--- src/rtl/rvz_pkg.sv ---
// ============================================================================
// Module      : rvz_pkg
// Description : Shared RV32I opcodes, format classes and NOP word for the
//               fetch/decode/execute slice.
// Revision    : 1.0 - initial release
// ============================================================================
`default_nettype none

package rvz_pkg;

    localparam logic [6:0] c_opc_lui      = 7'b0110111;
    localparam logic [6:0] c_opc_auipc    = 7'b0010111;
    localparam logic [6:0] c_opc_jal      = 7'b1101111;
    localparam logic [6:0] c_opc_jalr     = 7'b1100111;
    localparam logic [6:0] c_opc_branch   = 7'b1100011;
    localparam logic [6:0] c_opc_load     = 7'b0000011;
    localparam logic [6:0] c_opc_store    = 7'b0100011;
    localparam logic [6:0] c_opc_op_imm   = 7'b0010011;
    localparam logic [6:0] c_opc_op       = 7'b0110011;
    localparam logic [6:0] c_opc_misc_mem = 7'b0001111;
    localparam logic [6:0] c_opc_system   = 7'b1110011;

    localparam logic [31:0] c_nop_inst = 32'h0000_0013;

    typedef enum logic [2:0] {
        FMT_R   = 3'd0,
        FMT_I   = 3'd1,
        FMT_S   = 3'd2,
        FMT_B   = 3'd3,
        FMT_U   = 3'd4,
        FMT_J   = 3'd5,
        FMT_SYS = 3'd6,
        FMT_ILL = 3'd7
    } fmt_e;

    typedef struct packed {
        logic [31:0] pc;
        logic [31:0] inst;
        logic [4:0]  rd;
        logic [4:0]  rs1;
        logic [4:0]  rs2;
        logic [2:0]  funct3;
        logic        funct7b5;
        logic [31:0] imm;
        fmt_e        fmt;
        logic        reg_we;
        logic        illegal;
    } dec_t;

endpackage

`default_nettype wire

--- src/rtl/riscv_zero_imm_gen.sv ---
// ============================================================================
// Module      : riscv_zero_imm_gen
// Description : Combinational sign-extended immediate extraction per format.
// Revision    : 1.0 - initial release
// ============================================================================
`default_nettype none

module riscv_zero_imm_gen
    import rvz_pkg::*;
(
    input  logic [31:0] inst,
    input  fmt_e        fmt,
    output logic [31:0] imm
);

    // Opcode bits never contribute to any immediate.
    logic w_unused_opc;
    assign w_unused_opc = ^inst[6:0];

    always_comb begin
        imm = 32'h0;
        case (fmt)
            FMT_I:   imm = {{20{inst[31]}}, inst[31:20]};
            FMT_S:   imm = {{20{inst[31]}}, inst[31:25], inst[11:7]};
            FMT_B:   imm = {{19{inst[31]}}, inst[31], inst[7], inst[30:25], inst[11:8], 1'b0};
            FMT_U:   imm = {inst[31:12], 12'h000};
            FMT_J:   imm = {{11{inst[31]}}, inst[31], inst[19:12], inst[20], inst[30:21], 1'b0};
            default: imm = 32'h0;
        endcase
    end

endmodule

`default_nettype wire

--- src/rtl/riscv_zero_decode.sv ---
// ============================================================================
// Module      : riscv_zero_decode
// Description : RV32I decode stage with output + skid register, flushable.
// Revision    : 1.0 - initial release
// ============================================================================
`default_nettype none

module riscv_zero_decode
    import rvz_pkg::*;
#(
    parameter logic [31:0] NOP_INST = c_nop_inst
)
(
    input  logic        clk,
    input  logic        reset,
    input  logic        flush,
    input  logic        f_valid,
    output logic        f_ready,
    input  logic [31:0] f_pc,
    input  logic [31:0] f_inst,
    output logic        e_valid,
    input  logic        e_ready,
    output logic [31:0] e_pc,
    output logic [31:0] e_inst,
    output logic [4:0]  e_rd,
    output logic [4:0]  e_rs1,
    output logic [4:0]  e_rs2,
    output logic [2:0]  e_funct3,
    output logic        e_funct7b5,
    output logic [31:0] e_imm,
    output logic [2:0]  e_fmt,
    output logic        e_reg_we,
    output logic        e_illegal
);

    logic [6:0]  w_opc;
    logic [6:0]  w_funct7;
    logic [2:0]  w_funct3;
    logic        w_f7_ok;
    logic        w_is_shift;
    fmt_e        w_fmt;
    logic        w_we_raw;
    logic [31:0] w_imm;
    dec_t        w_dec;
    logic        w_push;
    logic        w_pop;

    dec_t        r_out;
    logic        r_out_v;
    dec_t        r_skid;
    logic        r_skid_v;

    assign w_opc      = f_inst[6:0];
    assign w_funct3   = f_inst[14:12];
    assign w_funct7   = f_inst[31:25];
    // funct7=0x20 only selects SUB (funct3 000) and SRA/SRAI (funct3 101).
    assign w_f7_ok    = (w_funct7 == 7'h00) ||
                        ((w_funct7 == 7'h20) && ((w_funct3 == 3'b000) || (w_funct3 == 3'b101)));
    assign w_is_shift = (w_funct3 == 3'b001) || (w_funct3 == 3'b101);

    always_comb begin
        w_fmt    = FMT_ILL;
        w_we_raw = 1'b0;
        case (w_opc)
            c_opc_lui, c_opc_auipc: begin w_fmt = FMT_U; w_we_raw = 1'b1; end
            c_opc_jal:              begin w_fmt = FMT_J; w_we_raw = 1'b1; end
            c_opc_jalr, c_opc_load: begin w_fmt = FMT_I; w_we_raw = 1'b1; end
            c_opc_branch:           w_fmt = FMT_B;
            c_opc_store:            w_fmt = FMT_S;
            c_opc_misc_mem:         w_fmt = FMT_I;
            c_opc_system:           w_fmt = FMT_SYS;
            c_opc_op_imm: begin
                if (!w_is_shift || w_f7_ok) begin
                    w_fmt    = FMT_I;
                    w_we_raw = 1'b1;
                end
            end
            c_opc_op: begin
                if (w_f7_ok) begin
                    w_fmt    = FMT_R;
                    w_we_raw = 1'b1;
                end
            end
            default:                w_fmt = FMT_ILL;
        endcase
    end

    riscv_zero_imm_gen u_imm_gen (
        .inst (f_inst),
        .fmt  (w_fmt),
        .imm  (w_imm)
    );

    always_comb begin
        w_dec          = '0;
        w_dec.pc       = f_pc;
        w_dec.inst     = f_inst;
        w_dec.rd       = f_inst[11:7];
        w_dec.rs1      = f_inst[19:15];
        w_dec.rs2      = f_inst[24:20];
        w_dec.funct3   = w_funct3;
        w_dec.funct7b5 = f_inst[30];
        w_dec.imm      = w_imm;
        w_dec.fmt      = w_fmt;
        w_dec.reg_we   = w_we_raw && (f_inst[11:7] != 5'd0);
        w_dec.illegal  = (w_fmt == FMT_ILL);
    end

    assign f_ready = ~r_skid_v;
    assign w_push  = f_valid & f_ready;
    assign w_pop   = r_out_v & e_ready;

    always_ff @(posedge clk) begin
        if (!reset) begin
            r_out    <= '0;
            r_out_v  <= 1'b0;
            r_skid   <= '0;
            r_skid_v <= 1'b0;
        end else if (flush) begin
            r_out_v  <= 1'b0;
            r_skid_v <= 1'b0;
        end else if (!r_out_v || w_pop) begin
            // Skid can only be full while output is full, so no push here.
            if (r_skid_v) begin
                r_out    <= r_skid;
                r_out_v  <= 1'b1;
                r_skid_v <= 1'b0;
            end else if (w_push) begin
                r_out    <= w_dec;
                r_out_v  <= 1'b1;
            end else begin
                r_out_v  <= 1'b0;
            end
        end else if (w_push) begin
            r_skid   <= w_dec;
            r_skid_v <= 1'b1;
        end
    end

    assign e_valid    = r_out_v;
    assign e_pc       = r_out.pc;
    assign e_inst     = r_out_v ? r_out.inst : NOP_INST;
    assign e_rd       = r_out.rd;
    assign e_rs1      = r_out.rs1;
    assign e_rs2      = r_out.rs2;
    assign e_funct3   = r_out.funct3;
    assign e_funct7b5 = r_out.funct7b5;
    assign e_imm      = r_out.imm;
    assign e_fmt      = r_out.fmt;
    assign e_reg_we   = r_out_v & r_out.reg_we;
    assign e_illegal  = r_out_v & r_out.illegal;

endmodule

`default_nettype wire

--- config.mk ---
export PLATFORM = sky130hd
export DESIGN_NAME = riscv_zero_decode
export DESIGN_NICKNAME = d
export VERILOG_FILES = /design/src/rtl/rvz_pkg.sv /design/src/rtl/riscv_zero_imm_gen.sv /design/src/rtl/riscv_zero_decode.sv
export SDC_FILE = /design/constraint.sdc
export NUM_CORES = 1
export LEC_CHECK = 0
export ABC_CLOCK_PERIOD_IN_PS = 3150
export CORE_MARGIN = 2
export CORE_UTILIZATION = 40
export CTS_BUF_LIST = sky130_fd_sc_hd__clkbuf_8
export DETAILED_ROUTE_END_ITERATION = 10
export SYNTH_ARGS = -nofsm -noshare
export SYNTH_HDL_FRONTEND = slang
export SYNTH_HIERARCHICAL = 1
export SYNTH_SLANG_ARGS = --single-unit
--- constraint.sdc ---
create_clock -name clk -period 3.15 [get_ports clk]
set_input_delay 0.4725 -clock clk [delete_from_list [all_inputs] [get_ports clk]]
set_output_delay 0.4725 -clock clk [all_outputs]
set_load 0.02 [all_outputs]
==> results of run 1 <==
[cells by family (layout without fill, tap and decap cells)]
logic type | Yosys count | in the layout | share of synthesized area (%)
flops | 204 | 204 | 42.0
buf+inv | 190 | 312 | 11.6
xor+xnor | 1 | 1 | 0.0900
compound gates | 259 | 259 | 17.2
simple gates | 407 | 407 | 19.5
mux | 94 | 94 | 9.67
[layout make-up]
class | instances | area (sq um) | share of cell area [%]
clock buffers | 47 | 647 | 5.27
clock inverters | 15 | 116 | 0.948
inverters | 9 | 38.8 | 0.316
multi-input cells | 761 | 4530 | 36.9
flip-flops and latches | 204 | 4090 | 33.3
well taps | 324 | 405 | 3.30
repair buffers | 241 | 2450 | 19.9
[per-layer routing]
metal / vias up / wire, microns
met1: 3760 / 11800
met5: - / 0
met2: 189 / 11800
met3: 44 / 1250
li1: 4094 / -
met4: 0 / 693
[cells in the mapped netlist (2+ instances only)]
| cell type | number |
|---|---|
| a211oi_1 | 96 |
| a21boi_0 | 6 |
| a21oi_1 | 105 |
| a21oi_2 | 2 |
| a22o_1 | 3 |
| a31oi_1 | 5 |
| and2_1 | 31 |
| and3_1 | 2 |
| buf_1 | 9 |
| buf_2 | 34 |
| buf_4 | 93 |
| buf_6 | 3 |
| clkbuf_1 | 41 |
| dfxtp_1 | 204 |
| inv_1 | 8 |
| mux2i_1 | 94 |
| nand2_1 | 203 |
| nand2b_1 | 10 |
| nand3_1 | 15 |
| nand3b_1 | 4 |
| nand4bb_1 | 12 |
| nor2_1 | 104 |
| nor2b_1 | 6 |
| nor3_1 | 4 |
| nor3_4 | 2 |
| nor3b_1 | 2 |
| o211ai_1 | 9 |
| o21ai_0 | 10 |
| o22ai_1 | 4 |
| o2bb2ai_1 | 9 |
| o41ai_1 | 2 |
[per-stage QoR]
stage	util (%)	TNS, ps
finish	50.9	0
global route	50.9	0
CTS	50.9	0
detailed placement	47.8	-909
global placement	47.8	-77.1
floorplan	-	0
[power by group]
part / total [W] / internal [W] / leakage (nW) / switching, W
sequential: 0.00274 / 0.00268 / 1.66 / 0.0000562
clock: 0.00257 / 0.00150 / 0.426 / 0.00108
combinational: 0.000806 / 0.000375 / 2.03 / 0.000431
total: 0.00612 / 0.00455 / 4.12 / 0.00156
[state kept, by name, indices dropped and copies added, names as in the netlist]
register  cells
r_out        34
r_skid_v      1
e_pc         32
r_skid      101
e_valid       1
e_imm        32
e_fmt         3
[worst max-delay path by stage]
| stage | slack (ps) | startpoint | endpoint |
|---|---|---|---|
| floorplan | 660 | f_inst[26] | e_imm[10] |
| global placement | -20 | f_inst[26] | e_imm[8] |
| detailed placement | -100 | f_inst[26] | e_imm[6] |
| CTS | 440 | f_inst[26] | e_imm[8] |
| global route | 240 | f_inst[26] | e_imm[8] |
| finish | 450 | f_inst[26] | e_imm[8] |
[worst min-delay path, cell delays in order, from the launching register on]
cell,delay (ps)
dfxtp_1,300
nand2_1,50
a21oi_1,50
==> flow_metrics.env, run 1 <==
export IMPL_seq_area_frac_synth_pct=42.0
export IMPL_numCtsBuffers=38
export IMPL_rr_worst_depth=6
export IMPL_worstPathArrival_ps=3150
export IMPL_whs_ps=451
export IMPL_grt_pass1_vias=7610
export IMPL_grt_util_met2_pct=31.1
export IMPL_hp_start="r_skid[89]"
export IMPL_max_freq_mhz=370
export IMPL_hold_violations=0
export IMPL_setup_viol=0
export IMPL_min_path_cells=2
export IMPL_post_cts_resized=0
export IMPL_design_area_sq_um=12300
export IMPL_core_area_sq_um=24100
export IMPL_yosysWarnings=6
export IMPL_core_rowCount=57
export IMPL_grt_max_degree=87
export IMPL_grt_usage_pct=19.9
export IMPL_worst_setup_path_start_kind="primary input"
export IMPL_root_buffer="clkbuf_8"
export IMPL_grt_busiest_layer="met2"
export IMPL_avgSynthCellArea_sq_um=8.42
export IMPL_path_clk_slew_ps=50
export IMPL_cts_buffer_depth=3
export IMPL_drc=0
export IMPL_status="finished clean"
export IMPL_die_area_sq_um=25600
export IMPL_hpwl_microns=16800
export IMPL_cts_tree="done"
export IMPL_rsz0062_at_grt="false"
export IMPL_drtIter0Drc=502
export IMPL_crit_chain="clkdlybuf4s50_1 -> or4_4 -> nor3_4 -> a21oi_2 -> nor3_2 -> inv_1 -> buf_12 -> nand2b_1 -> a21boi_0 -> mux2i_1 -> a211oi_1"
export IMPL_power_per_cell_area_nw_per_um2=498
export IMPL_crit_buf_inv=3
export IMPL_reg2reg_slack_ps=1020
export IMPL_die_w_microns=160
export IMPL_synth_cells=1155
export IMPL_grt_overflow_total=0
export IMPL_synth_nets=1224
export IMPL_fin_crit_ps=2700
export IMPL_cp_slowest_stage_delay_ps=580
export IMPL_firstDrtPassIters=5
export IMPL_synth_area_leaders="dfxtp_1 42%, mux2i_1 9.7%, nand2_1 7.8%"
export IMPL_path_delay_family="simple AND/OR/NAND/NOR gates"
export IMPL_final_layout_size_suffix_gt1_share_pct=9.40
export IMPL_worst_setup_path_end_kind="flip-flop"
export IMPL_syn_to_final_growth_pct=26.2
export IMPL_skew_ps=16.1
export IMPL_antenna_found_initial=0
export IMPL_routabilityCongestion=0.764
export IMPL_grt_pass1_wl_microns=41600
export IMPL_antenna_cells=0
export IMPL_worst_slack_ps=447
export IMPL_layout_cells_most_common_list="203 x nand2_1, 203 x dfxtp_1, 190 x clkdlybuf4s50_1"
export IMPL_num_io_pins=191
export IMPL_vias_per_cell=5.05
export IMPL_yosys_most_used_dff="dfxtp_1"
export IMPL_crit_type="primary input to flip-flop"
export IMPL_whs_endpoint="r_skid[89]"
export IMPL_leakage_nw=4.12
export IMPL_final_cell_count_no_fill=1601
export IMPL_fillers=2341
export IMPL_worstReg2RegStart="e_valid"
export IMPL_nNetsFinal=1324
export IMPL_post_place_cells=1539
export IMPL_relSlewSlack_pct=56.9
export IMPL_clock_sinks=204
export IMPL_synth_cell_types=54
export IMPL_vias=8087
export IMPL_pre_cts_slack_ps=-103
export IMPL_total_power_w=0.00612
export IMPL_finalMaxSlewViolations=0
export IMPL_drv_cap=0
export IMPL_finalCritPeriodShare_pct=85.8
export IMPL_cts_setup_buffers=0
export IMPL_crit_fanout=14
export IMPL_placed_area_sq_um=11500
export IMPL_die_h_microns=160
export IMPL_crit_required_ps=3590
export IMPL_initial_utilization_pct=40.4
export IMPL_synth_area_sq_um=9730
export IMPL_wire_per_inst_microns=16.0
export IMPL_insertion_delay_ps=530
export IMPL_use_met1_pct=27.3
export IMPL_synth_area_leader_cell="dfxtp_1"
export IMPL_routed_wl_microns=25500
export IMPL_critical_path_cell_count=11
export IMPL_tightest_slew_ps=646
export IMPL_timing_rr_end="r_skid[60]"
export IMPL_worst_path_max_delay_cell="or4_4"
export IMPL_io_buffers=190
export IMPL_cts_hold_buf=0
export IMPL_synth_edf_count=0
export IMPL_grt_use_met3_pct=4.39
export IMPL_ant_nets=0
export IMPL_synth_top_area_share_pct=42.0
export IMPL_ir_drop_mv=0.250
export IMPL_async_flop_share_pct=0
export IMPL_htreeDepth=2
export IMPL_synth_seq_cells=204
export IMPL_min_path_type="flip-flop to flip-flop"
Note: power is estimated with default switching activity, not from simulation.
==> run 2: changes to the inputs <==
--- a/config.mk
+++ b/config.mk
@@ -8,7 +8,6 @@
 export ABC_CLOCK_PERIOD_IN_PS = 3150
 export CORE_MARGIN = 2
 export CORE_UTILIZATION = 40
-export CTS_BUF_LIST = sky130_fd_sc_hd__clkbuf_8
 export DETAILED_ROUTE_END_ITERATION = 10
 export SYNTH_ARGS = -nofsm -noshare
 export SYNTH_HDL_FRONTEND = slang
==> flow_metrics.env, run 2 (synthesized netlist as in run 1, its figures left out) <==
export IMPL_antenna_cells=0
export IMPL_drc=0
export IMPL_design_area_sq_um=12300
export IMPL_vias=8051
export IMPL_root_buffer="clkbuf_16"
export IMPL_grt_pass1_wl_microns=41200
export IMPL_firstDrtPassIters=4
export IMPL_hold_violations=0
export IMPL_min_path_cells=2
export IMPL_crit_chain="clkdlybuf4s50_1 -> or4_4 -> nor3_4 -> a21oi_2 -> nor3_2 -> inv_1 -> buf_12 -> nand2b_1 -> a21boi_0 -> mux2i_1 -> a211oi_1"
export IMPL_status="finished clean"
export IMPL_hpwl_microns=16800
export IMPL_num_io_pins=191
export IMPL_leakage_nw=4.08
export IMPL_rsz0062_at_grt="false"
export IMPL_routabilityCongestion=0.764
export IMPL_rr_worst_depth=6
export IMPL_worstPathArrival_ps=3170
export IMPL_syn_to_final_growth_pct=26.5
export IMPL_reg2reg_slack_ps=1030
export IMPL_drtIter0Drc=504
export IMPL_power_per_cell_area_nw_per_um2=514
export IMPL_skew_ps=12.3
export IMPL_cts_setup_buffers=0
export IMPL_max_freq_mhz=363
export IMPL_worst_setup_path_end_kind="flip-flop"
export IMPL_layout_cells_most_common_list="203 x nand2_1, 203 x dfxtp_1, 190 x clkdlybuf4s50_1"
export IMPL_largest_reg_flops=101
export IMPL_vias_per_cell=5.10
export IMPL_ant_nets=0
export IMPL_post_cts_resized=0
export IMPL_tightest_slew_ps=616
export IMPL_final_layout_size_suffix_gt1_share_pct=8.20
export IMPL_core_rowCount=57
export IMPL_die_h_microns=160
export IMPL_regMostFlops="r_skid"
export IMPL_crit_required_ps=3570
export IMPL_crit_type="primary input to flip-flop"
export IMPL_io_buffers=190
export IMPL_clock_sinks=204
export IMPL_numCtsBuffers=24
export IMPL_finalCritPeriodShare_pct=87.4
export IMPL_min_path_type="flip-flop to flip-flop"
export IMPL_initial_utilization_pct=40.4
export IMPL_path_clk_slew_ps=60
export IMPL_cts_tree="done"
export IMPL_timing_rr_end="r_skid[60]"
export IMPL_routed_wl_microns=25400
export IMPL_setup_tns_ps=0
export IMPL_cp_slowest_stage_delay_ps=580
export IMPL_reg_top3="r_skid (101), r_out (34)"
export IMPL_placed_area_sq_um=11500
export IMPL_htreeDepth=1
export IMPL_crit_fanout=14
export IMPL_fillers=2316
export IMPL_whs_endpoint="r_skid[96]"
export IMPL_nNetsFinal=1310
export IMPL_ir_drop_mv=0.316
export IMPL_worst_path_max_delay_cell="or4_4"
export IMPL_worstReg2RegStart="e_valid"
export IMPL_worst_setup_path_start_kind="primary input"
export IMPL_grt_pass1_vias=7528
export IMPL_grt_usage_pct=19.6
export IMPL_fin_crit_ps=2750
export IMPL_insertion_delay_ps=510
export IMPL_hp_start="r_skid[96]"
export IMPL_grt_max_degree=87
export IMPL_whs_ps=451
export IMPL_finalMaxSlewViolations=0
export IMPL_core_area_sq_um=24100
export IMPL_die_area_sq_um=25600
export IMPL_setup_viol=0
export IMPL_cts_hold_buf=0
export IMPL_cts_buffer_depth=3
export IMPL_grt_overflow_total=0
export IMPL_die_w_microns=160
export IMPL_antenna_found_initial=0
export IMPL_drv_cap=0
export IMPL_wire_per_inst_microns=16.1
export IMPL_relSlewSlack_pct=58.9
run 2: cell count changes in the layout (fill, tap and decap cells not counted):
cell and change:
inv_1 -9, clkbuf_8 -46, clkinv_2 +2, clkbuf_16 +25, bufinv_16 +1, clkbuf_1 +5, inv_8 +1
run 2: worst max path at each step:
stage	from	end	slack, ps	cells past startpoint
global placement	f_inst[26]	e_imm[8]	-20	11
floorplan	f_inst[26]	e_imm[10]	660	10
detailed placement	f_inst[26]	e_imm[6]	-100	11
CTS	f_inst[26]	e_imm[6]	410	11
global route	f_inst[26]	e_imm[8]	230	11
finish	f_inst[26]	e_imm[6]	400	11
run 2: critical path: cells and delay by family:
| family | cells | cell delay [ps] |
|---|---|---|
| AOI/OAI and AO/OA | 3 | 630 |
| and+or+nand+nor | 4 | 1220 |
| muxes | 1 | 120 |
| buffers and inverters | 3 | 710 |
run 2: layer usage:
| metal | vias to the layer above | GRT usage (%) | routed length [microns] |
|---|---|---|---|
| met5 | - | 0 | 0 |
| met4 | 0 | 4.91 | 607 |
| met3 | 35 | 3.35 | 1220 |
| met2 | 180 | 31.2 | 11600 |
| met1 | 3772 | 27.6 | 11900 |
| li1 | 4064 | - | - |
run 2: area by class of cell:
| type | count | area (sq um) | share of cell area (%) |
|---|---|---|---|
| Clock buffer | 31 | 658 | 5.35 |
| Clock inverter | 10 | 134 | 1.09 |
| Inverter | 9 | 38.8 | 0.315 |
| Multi-Input combinational cell | 761 | 4530 | 36.8 |
| Sequential cell | 204 | 4090 | 33.2 |
| Tap cell | 324 | 405 | 3.29 |
| Timing Repair Buffer | 241 | 2450 | 19.9 |
run 2: through the flow:
step                      utilization, %  power (W)  setup slack (ps)  std cells
after floorplan                        -    0.00329               656       1155
after global placement              47.8    0.00360             -20.1       1539
after detailed placement            47.8    0.00360              -103       1539
after CTS                           51.0    0.00641               411       1580
after global routing                51.0    0.00660               235       1580
final                               51.0    0.00633               396       1580
run 2: report_power, final:
part | switching (W) | total, W | internal (W)
logic | 0.000433 | 0.000809 | 0.000375
registers | 0.0000563 | 0.00273 | 0.00268
clock network | 0.00107 | 0.00278 | 0.00172
total | 0.00156 | 0.00633 | 0.00477
